### config.mk
export PLATFORM = sky130hd
export DESIGN_NAME = dht11_sampler
export DESIGN_NICKNAME = d
export VERILOG_FILES = /design/src/rtl/dht11_sampler.sv
export SDC_FILE = /design/constraint.sdc
export NUM_CORES = 1
export LEC_CHECK = 0
export CAP_MARGIN = 20
export CORE_AREA = 8 8 147 108
export CTS_CLUSTER_DIAMETER = 40
export CTS_CLUSTER_SIZE = 24
export DETAILED_ROUTE_END_ITERATION = 10
export DIE_AREA = 0 0 155 116
export PLACE_DENSITY = 0.77
export REMOVE_ABC_BUFFERS = 1
export SLEW_MARGIN = 20
export SYNTH_ARGS = -nofsm -noshare
export SYNTH_HDL_FRONTEND = slang
export SYNTH_SLANG_ARGS = --single-unit
### constraint.sdc
create_clock -name clk -period 2.8 [get_ports clk]
set_clock_uncertainty 0.05 [all_clocks]
set_input_delay 0.56 -clock clk [delete_from_list [all_inputs] [get_ports clk]]
set_output_delay 0.56 -clock clk [all_outputs]
set_load 0.01 [all_outputs]
### src/rtl/dht11_sampler.sv
// Periodic/manual DHT11 measurement sequencer: triggers the sensor controller,
// supervises completion with a timeout and publishes humidity/temperature as BCD.
module dht11_sampler #(
    parameter int unsigned CLK_HZ     = 100_000_000,
    parameter int unsigned PERIOD_MS  = 2000,
    parameter int unsigned TIMEOUT_US = 30000
) (
    input  logic        clk,
    input  logic        rst,
    input  logic        i_auto_en,
    input  logic        i_req,
    input  logic [31:0] i_dht_data,
    input  logic        i_dht_done,
    input  logic        i_dht_valid,
    output logic        o_dht_start,
    output logic [7:0]  o_hum_bcd,
    output logic [7:0]  o_temp_bcd,
    output logic        o_data_ready,
    output logic        o_stale,
    output logic [7:0]  o_err_cnt,
    output logic        o_busy
);

    localparam int unsigned PERIOD_CYC  = CLK_HZ / 1000 * PERIOD_MS;
    localparam int unsigned TIMEOUT_CYC = CLK_HZ / 1_000_000 * TIMEOUT_US;
    localparam logic [31:0] PERIOD_LAST  = 32'(PERIOD_CYC - 1);
    localparam logic [31:0] TIMEOUT_LAST = 32'(TIMEOUT_CYC - 1);

    typedef enum logic [2:0] {
        ST_IDLE      = 3'd0,
        ST_TRIG      = 3'd1,
        ST_WAIT_DONE = 3'd2,
        ST_CONVERT   = 3'd3,
        ST_UPDATE    = 3'd4
    } state_t;

    state_t      state_r;
    logic [31:0] period_cnt_r;
    logic [31:0] timeout_cnt_r;
    logic [3:0]  conv_cnt_r;
    logic        done_d_r;
    logic        valid_d_r;
    logic [31:0] data_d_r;
    logic [15:0] hum_sr_r;
    logic [15:0] temp_sr_r;
    logic        done_fall_s;
    logic        unused_s;

    // Bytes above 99 cannot be shown in two BCD digits.
    function automatic logic [7:0] clamp99(input logic [7:0] v);
        if (v > 8'd99) begin
            return 8'd99;
        end else begin
            return v;
        end
    endfunction

    // One double-dabble iteration on {tens, ones, binary}: adjust digits, then shift.
    function automatic logic [15:0] dabble_step(input logic [15:0] sr);
        logic [15:0] t;
        t = sr;
        if (t[15:12] >= 4'd5) begin
            t[15:12] = t[15:12] + 4'd3;
        end else begin
            t[15:12] = t[15:12];
        end
        if (t[11:8] >= 4'd5) begin
            t[11:8] = t[11:8] + 4'd3;
        end else begin
            t[11:8] = t[11:8];
        end
        return {t[14:0], 1'b0};
    endfunction

    function automatic logic [7:0] sat_inc(input logic [7:0] v);
        if (v == 8'd255) begin
            return 8'd255;
        end else begin
            return v + 8'd1;
        end
    endfunction

    assign done_fall_s = done_d_r & ~i_dht_done;
    assign o_busy      = (state_r != ST_IDLE);
    // Decimal bytes of the frame are registered but not reported.
    assign unused_s    = ^{data_d_r[23:16], data_d_r[7:0]};

    // Register the sensor-controller handshake and frame every cycle.
    always_ff @(posedge clk or negedge rst) begin
        if (!rst) begin
            done_d_r  <= 1'b0;
            valid_d_r <= 1'b0;
            data_d_r  <= 32'd0;
        end else begin
            done_d_r  <= i_dht_done;
            valid_d_r <= i_dht_valid;
            data_d_r  <= i_dht_data;
        end
    end

    // Measurement sequencer with registered outputs.
    always_ff @(posedge clk or negedge rst) begin
        if (!rst) begin
            state_r       <= ST_IDLE;
            period_cnt_r  <= 32'd0;
            timeout_cnt_r <= 32'd0;
            conv_cnt_r    <= 4'd0;
            hum_sr_r      <= 16'd0;
            temp_sr_r     <= 16'd0;
            o_dht_start   <= 1'b0;
            o_data_ready  <= 1'b0;
            o_hum_bcd     <= 8'd0;
            o_temp_bcd    <= 8'd0;
            o_err_cnt     <= 8'd0;
            o_stale       <= 1'b1;
        end else begin
            o_dht_start  <= 1'b0;
            o_data_ready <= 1'b0;
            case (state_r)
                ST_IDLE: begin
                    if (i_req || (i_auto_en && (period_cnt_r == PERIOD_LAST))) begin
                        period_cnt_r <= 32'd0;
                        o_dht_start  <= 1'b1;
                        state_r      <= ST_TRIG;
                    end else if (i_auto_en) begin
                        period_cnt_r <= period_cnt_r + 32'd1;
                    end else begin
                        period_cnt_r <= 32'd0;
                    end
                end
                ST_TRIG: begin
                    timeout_cnt_r <= 32'd0;
                    state_r       <= ST_WAIT_DONE;
                end
                ST_WAIT_DONE: begin
                    // A completion in the timeout cycle still counts as a completion.
                    if (done_fall_s) begin
                        if (valid_d_r) begin
                            hum_sr_r   <= {8'd0, clamp99(data_d_r[31:24])};
                            temp_sr_r  <= {8'd0, clamp99(data_d_r[15:8])};
                            conv_cnt_r <= 4'd0;
                            state_r    <= ST_CONVERT;
                        end else begin
                            o_err_cnt <= sat_inc(o_err_cnt);
                            o_stale   <= 1'b1;
                            state_r   <= ST_IDLE;
                        end
                    end else if (timeout_cnt_r == TIMEOUT_LAST) begin
                        o_err_cnt <= sat_inc(o_err_cnt);
                        o_stale   <= 1'b1;
                        state_r   <= ST_IDLE;
                    end else begin
                        timeout_cnt_r <= timeout_cnt_r + 32'd1;
                    end
                end
                ST_CONVERT: begin
                    hum_sr_r   <= dabble_step(hum_sr_r);
                    temp_sr_r  <= dabble_step(temp_sr_r);
                    conv_cnt_r <= conv_cnt_r + 4'd1;
                    if (conv_cnt_r == 4'd7) begin
                        state_r <= ST_UPDATE;
                    end else begin
                        state_r <= ST_CONVERT;
                    end
                end
                ST_UPDATE: begin
                    o_hum_bcd    <= hum_sr_r[15:8];
                    o_temp_bcd   <= temp_sr_r[15:8];
                    o_data_ready <= 1'b1;
                    o_stale      <= 1'b0;
                    state_r      <= ST_IDLE;
                end
                default: begin
                    state_r <= ST_IDLE;
                end
            endcase
        end
    end

endmodule

==> flow_summary.json <==
{
  "crit_top_cell": "and3_1",
  "yosysWarnings": 0,
  "cp.buffers_inverters": 0,
  "first_pass_iters": 6,
  "power_mw": 7.20,
  "fin_tns_setup_ps": 0,
  "synth_area_mm2": 0.00767,
  "ctsHtreeMaxLevel": 4,
  "hold_buffers": 0,
  "die_x_um": 155,
  "synth_fa_ha_area_share_pct": 1.96,
  "cp-end-kind": "flip-flop",
  "fp.coreArea_mm2": 0.0136,
  "cts_resized": 0,
  "worstSetupStartpointType": "flip-flop",
  "async_flop_share_pct": 100,
  "diodes": 0,
  "critical_path_class": "flip-flop to flip-flop",
  "worstMarginPinSlew_ps": 1060,
  "hold_violations": 0,
  "setup_viol": 0,
  "postPlaceCellArea_mm2": 0.00841,
  "crit_fanout": 11,
  "slowest_stage": "o41ai_1",
  "dp.cells": 1016,
  "gp_congestion": 0.919,
  "grt_max_degree": 69,
  "synth_edf_count": 0,
  "dr.first_iter.drc_count": 759,
  "layout.nets": 895,
  "dieArea_mm2": 0.0180,
  "muxShareOfSynthArea_pct": 3.48,
  "ios": 66,
  "yosysMostFrequentCell": "dfrtp_1",
  "ys_top_cells_by_count": "dfrtp_1, nand2_1, a31oi_1",
  "synth_top_family_by_area": "simple AND/OR/NAND/NOR gates",
  "syn_area_per_cell_um2": 9.53,
  "cts_sinks": 148,
  "slew_viol_final": 0,
  "clockBufferDepth": 2,
  "final.period_utilization_pct": 89.4,
  "ys_seq_area_share_pct": 48.3,
  "synth_top_area_share_pct": 48.0,
  "netlist.top_cell.by_area": "dfrtp_1",
  "crit_required_ps": 3040,
  "ys.flop_type": "dfrtp_1",
  "syn_to_final_growth_pct": 17.0,
  "synth_cell_types": 63,
  "place_ws_ps": 177,
  "die_h_um": 116,
  "synth_area_leaders": "dfrtp_1, a31oi_1, nand3_1",
  "cts_setup_buffers": 0,
  "synth-xor-area-share_pct": 0.914,
  "hold_path.class": "input port to asynchronous set/reset pin",
  "stdcell_area_mm2": 0.00897,
  "synth_simple_gate_area_share_pct": 23.7,
  "syn_inst": 805,
  "floorplan.initialDensity_pct": 56.6,
  "synth_compound_gate_area_share_pct": 17.5,
  "rsz0062_at_grt": "no",
  "status": "finished clean",
  "slew-limit-headroom_pct": 29.4,
  "critPathArrivalTime_ps": 2750,
  "cts_tree": "built",
  "drive_gt1_share_pct": 10.8,
  "vias_per_cell": 6.46,
  "num_vias": 6768,
  "p_leak_nw": 3.72,
  "period_minus_slack_ps": 2500,
  "cts_made_buffers": 17,
  "antenna_found_initial": 0,
  "cts-root-buf": "clkbuf_16",
  "power-per-cell-area_mw_per_mm2": 803,
  "row_count": 36,
  "critPathTopFamily": "compound AO/OA/AOI/OAI gates",
  "wire_per_inst_um": 18.4,
  "drtAntennaViolNets": 0,
  "hpwl_mm": 12.9,
  "cts.clk_slew.worst_paths_ps": 70,
  "drv_cap": 0,
  "fmaxAchievable_mhz": 400,
  "grtUsageTotal_pct": 22.2,
  "layout_setup_ws_ps": 298,
  "critPathMaxStageDelay_ps": 470,
  "peakVddDrop_uv": 562,
  "crit_chain": "ha_1 > and3_1 > and3_1 > a31oi_2 > nand2_1 > o41ai_1",
  "ys_ff_latch": 148,
  "grt_pass1_wl_mm": 32.5,
  "insertion_delay_ps": 430,
  "final_cells": 1048,
  "first_global_vias": 6511,
  "drcViolationCount": 0,
  "io_buffers": 49,
  "grt_overflow_total": 0,
  "drt_wl_total_mm": 19.3
}
## cell usage in the layout, fill, tap and decap left out, types with 9 or more instances in the layout
master / n
a21oi_1: 24
a31oi_1: 59
a41oi_1: 18
and2_1: 11
and3_1: 20
and4_1: 21
buf_4: 21
clkbuf_16: 17
clkdlybuf4s50_1: 48
dfrtp_1: 147
ha_1: 12
inv_1: 28
mux2_2: 21
nand2_1: 67
nand2b_1: 9
nand3_1: 54
nand4_1: 43
nor2_1: 48
nor3_1: 12
o21ai_0: 44
o31ai_1: 11
## power by group
part | switching, mW | internal [mW] | leakage [nW] | total (mW)
Sequential | 0.337 | 2.51 | 1.96 | 2.84
Clock | 0.986 | 1.21 | 0.279 | 2.20
Combinational | 1.34 | 0.820 | 1.47 | 2.16
## per-stage QoR
step           hold slack [ps]  util [%]
5_1_grt                   87.7      66.2
3_5_place_dp               418      62.0
3_3_place_gp               410      62.0
4_1_cts                   76.7      66.2
2_1_floorplan              214         -
6_report                  48.9      66.2
## routing by layer
metal  share of wire (%)  track usage [%]  vias up
met5                   0                0        -
met4                 1.5             7.22        0
met3                 6.8             4.51       31
met2                  47             35.4      290
met1                  45             29.8     3325
li1                    -                -     3122
## cell families after synthesis
| family | after synthesis |
|---|---|
| AO/OA/AOI/OAI | 201 |
| XOR/XNOR | 8 |
| adder cells (fa/ha/maj) | 12 |
| buffers and inverters | 79 |
| flip-flops | 148 |
| multiplexers | 24 |
| AND/OR/NAND/NOR | 333 |
## layout make-up
cell class	instances	area [um^2]
sequential	148	3700
inverter	28	105
clock inverter	13	114
timing repair buffer	72	689
multi-input combinational	578	3670
fill	1042	4580
clock buffer	19	453
tap	190	238
## worst register-to-register path: stages, from the launching register on
cell and delay [ps]:
dfrtp_1 420, ha_1 250, and3_1 190, and3_1 240, a31oi_2 370, nand2_1 380, o41ai_1 480
## worst paths after layout
check | start | to | slack (ps) | cells after the start
worst max-delay path | timeout_cnt_r[0]$_DFFE_PN0P_ | timeout_cnt_r[17]$_DFFE_PN0P_ | 300 | 6
worst min-delay path | rst | data_d_r[29]$_DFF_PN0_ | 50 | 1
worst max register to register | timeout_cnt_r[0]$_DFFE_PN0P_ | timeout_cnt_r[17]$_DFFE_PN0P_ | 300 | 6
worst min register to register | hum_sr_r[5]$_DFFE_PN0P_ | hum_sr_r[5]$_DFFE_PN0P_ | 430 | 2
max in group asynchronous | rst | o_stale$_DFFE_PN1P_ | 1850 | 2
min in group clk | hum_sr_r[5]$_DFFE_PN0P_ | hum_sr_r[5]$_DFFE_PN0P_ | 430 | 2
## state kept, by name, summed over array words and instances (netlist names)
name and count:
conv_cnt_r 4, data_d_r 16, done_d_r 1, hum_sr_r 16, o_data_ready 1, o_dht_start 1
o_err_cnt 8, o_hum_bcd 8, o_stale 1, o_temp_bcd 8, period_cnt_r 32, state_r 3
temp_sr_r 16, timeout_cnt_r 32, valid_d_r 1
(Power assumes the default switching activity.)
==> variant: new RTL, same settings <==
One comparison of `period_cnt_r` changes from == to >=.
--- a/src/rtl/dht11_sampler.sv
+++ b/src/rtl/dht11_sampler.sv
@@ -118,7 +118,7 @@
             o_data_ready <= 1'b0;
             case (state_r)
                 ST_IDLE: begin
-                    if (i_req || (i_auto_en && (period_cnt_r == PERIOD_LAST))) begin
+                    if (i_req || (i_auto_en && (period_cnt_r >= PERIOD_LAST))) begin
                         period_cnt_r <= 32'd0;
                         o_dht_start  <= 1'b1;
                         state_r      <= ST_TRIG;
Formal check against the unedited RTL: no difference found for any inputs over 10 cycles, from zero or initial values and one cycle with rst low; that may be too few to reach the edited logic, so the function may still have changed.
==> variant against the original RTL <==
Fmax decreased by 0.72%; sequential cell count unchanged; global-route usage decreased by 2.6 points; worst setup slack got worse by 0.018 ns; synthesized area decreased by 6.0%; wire length decreased by 12%; via count decreased by 10%; final area decreased by 3.9%; total power decreased by 3.2%.
==> variant: results (changes against the original RTL) <==
| Metric | Value |
|---|---|
| Slowest stage delay, CP | 0.52 ns (was 0.47 ns) |
| Crit path max-delay family | buffers and inverters (was compound AO/OA/AOI/OAI gates) |
| Yosys cell types | 60 (was 63) |
| WP data arrival | 1.91 ns (was 2.75 ns) |
| Setup crit end | o_busy (was timeout_cnt_r[17]) |
| Synth top area cells | dfrtp_1, nand3_1, mux2_2 (was dfrtp_1, a31oi_1, nand3_1) |
| Status | completed (unchanged) |
| Final #Nets | 830 (was 895) |
| WL final | 16.9 mm (was 19.3 mm) |
| Sequential fraction of the synthesis area | 51.4% (was 48.3%) |
| First-pass iteration count of the detailed router | 7 (was 6) |
| Layout cell share with drive strength beyond 1 | 12.4% (was 10.8%) |
| Critical path launch point | state_r[0] (was timeout_cnt_r[0]) |
| Synth cell count leaders | dfrtp_1, nand2_1, nand3_1 (was dfrtp_1, nand2_1, a31oi_1) |
| Placed insts | 951 (was 1016) |
| Placed standard-cell area | 8010 um^2 (was 8410 um^2) |
| VDD IR max | 403 uV (was 562 uV) |
| Number of global-route vias before repair | 5854 (was 6511) |
| Dpl ws | 0.222 ns (was 0.177 ns) |
| R2R depth | 5 (was 6) |
| Avg Cell Area, Syn | 9.96 um^2 (was 9.53 um^2) |
| Largest net degree at the start of global routing | 67 (was 69) |
| Starting DRC count in detailed routing | 674 (was 759) |
| Leakage | 3.65 nW (was 3.72 nW) |
| R2R Setup Slk | 0.46 ns (was 0.30 ns) |
| Via/cell ratio | 6.17 (was 6.46) |
| Crit path max fanout | 9 (was 11) |
| Global-route wire length before repair | 28.6 mm (was 32.5 mm) |
==> variant: cells by family (layout without fill, tap and decap cells) <==
logic type,after synthesis,after routing,synth area share [%]
and+or+nand+nor,307,307,22.9
AOI/OAI and AO/OA,164,164,15.0
DFF,148,148,51.4
buffers and inverters,55,124,3.25
muxes,25,25,3.85
xor gates and xnor gates,13,13,1.58
adders and majority gates,12,12,2.08
==> variant: per-layer routing <==
metal	up-vias	GRT usage [%]	share of wire, %
met3	22	3.69	5.8
met2	217	31.3	47
met1	2990	26.1	46
li1	2832	-	-
met4	0	7.55	1.3
met5	-	0	0
==> variant: area by class of cell <==
cell class,instances,area (um^2)
Inverter,17,63.8
Clock buffer,17,425
Tap cell,190,238
Sequential cell,148,3700
Timing Repair Buffer,75,724
Fill cell,1014,4940
Multi-Input combinational cell,521,3280
Clock inverter,15,184
==> variant: report_power, final <==
group	internal (mW)	switching, mW	total, mW
Sequential	2.50	0.320	2.82
Combinational	0.746	1.05	1.80
Clock	1.36	1.00	2.36
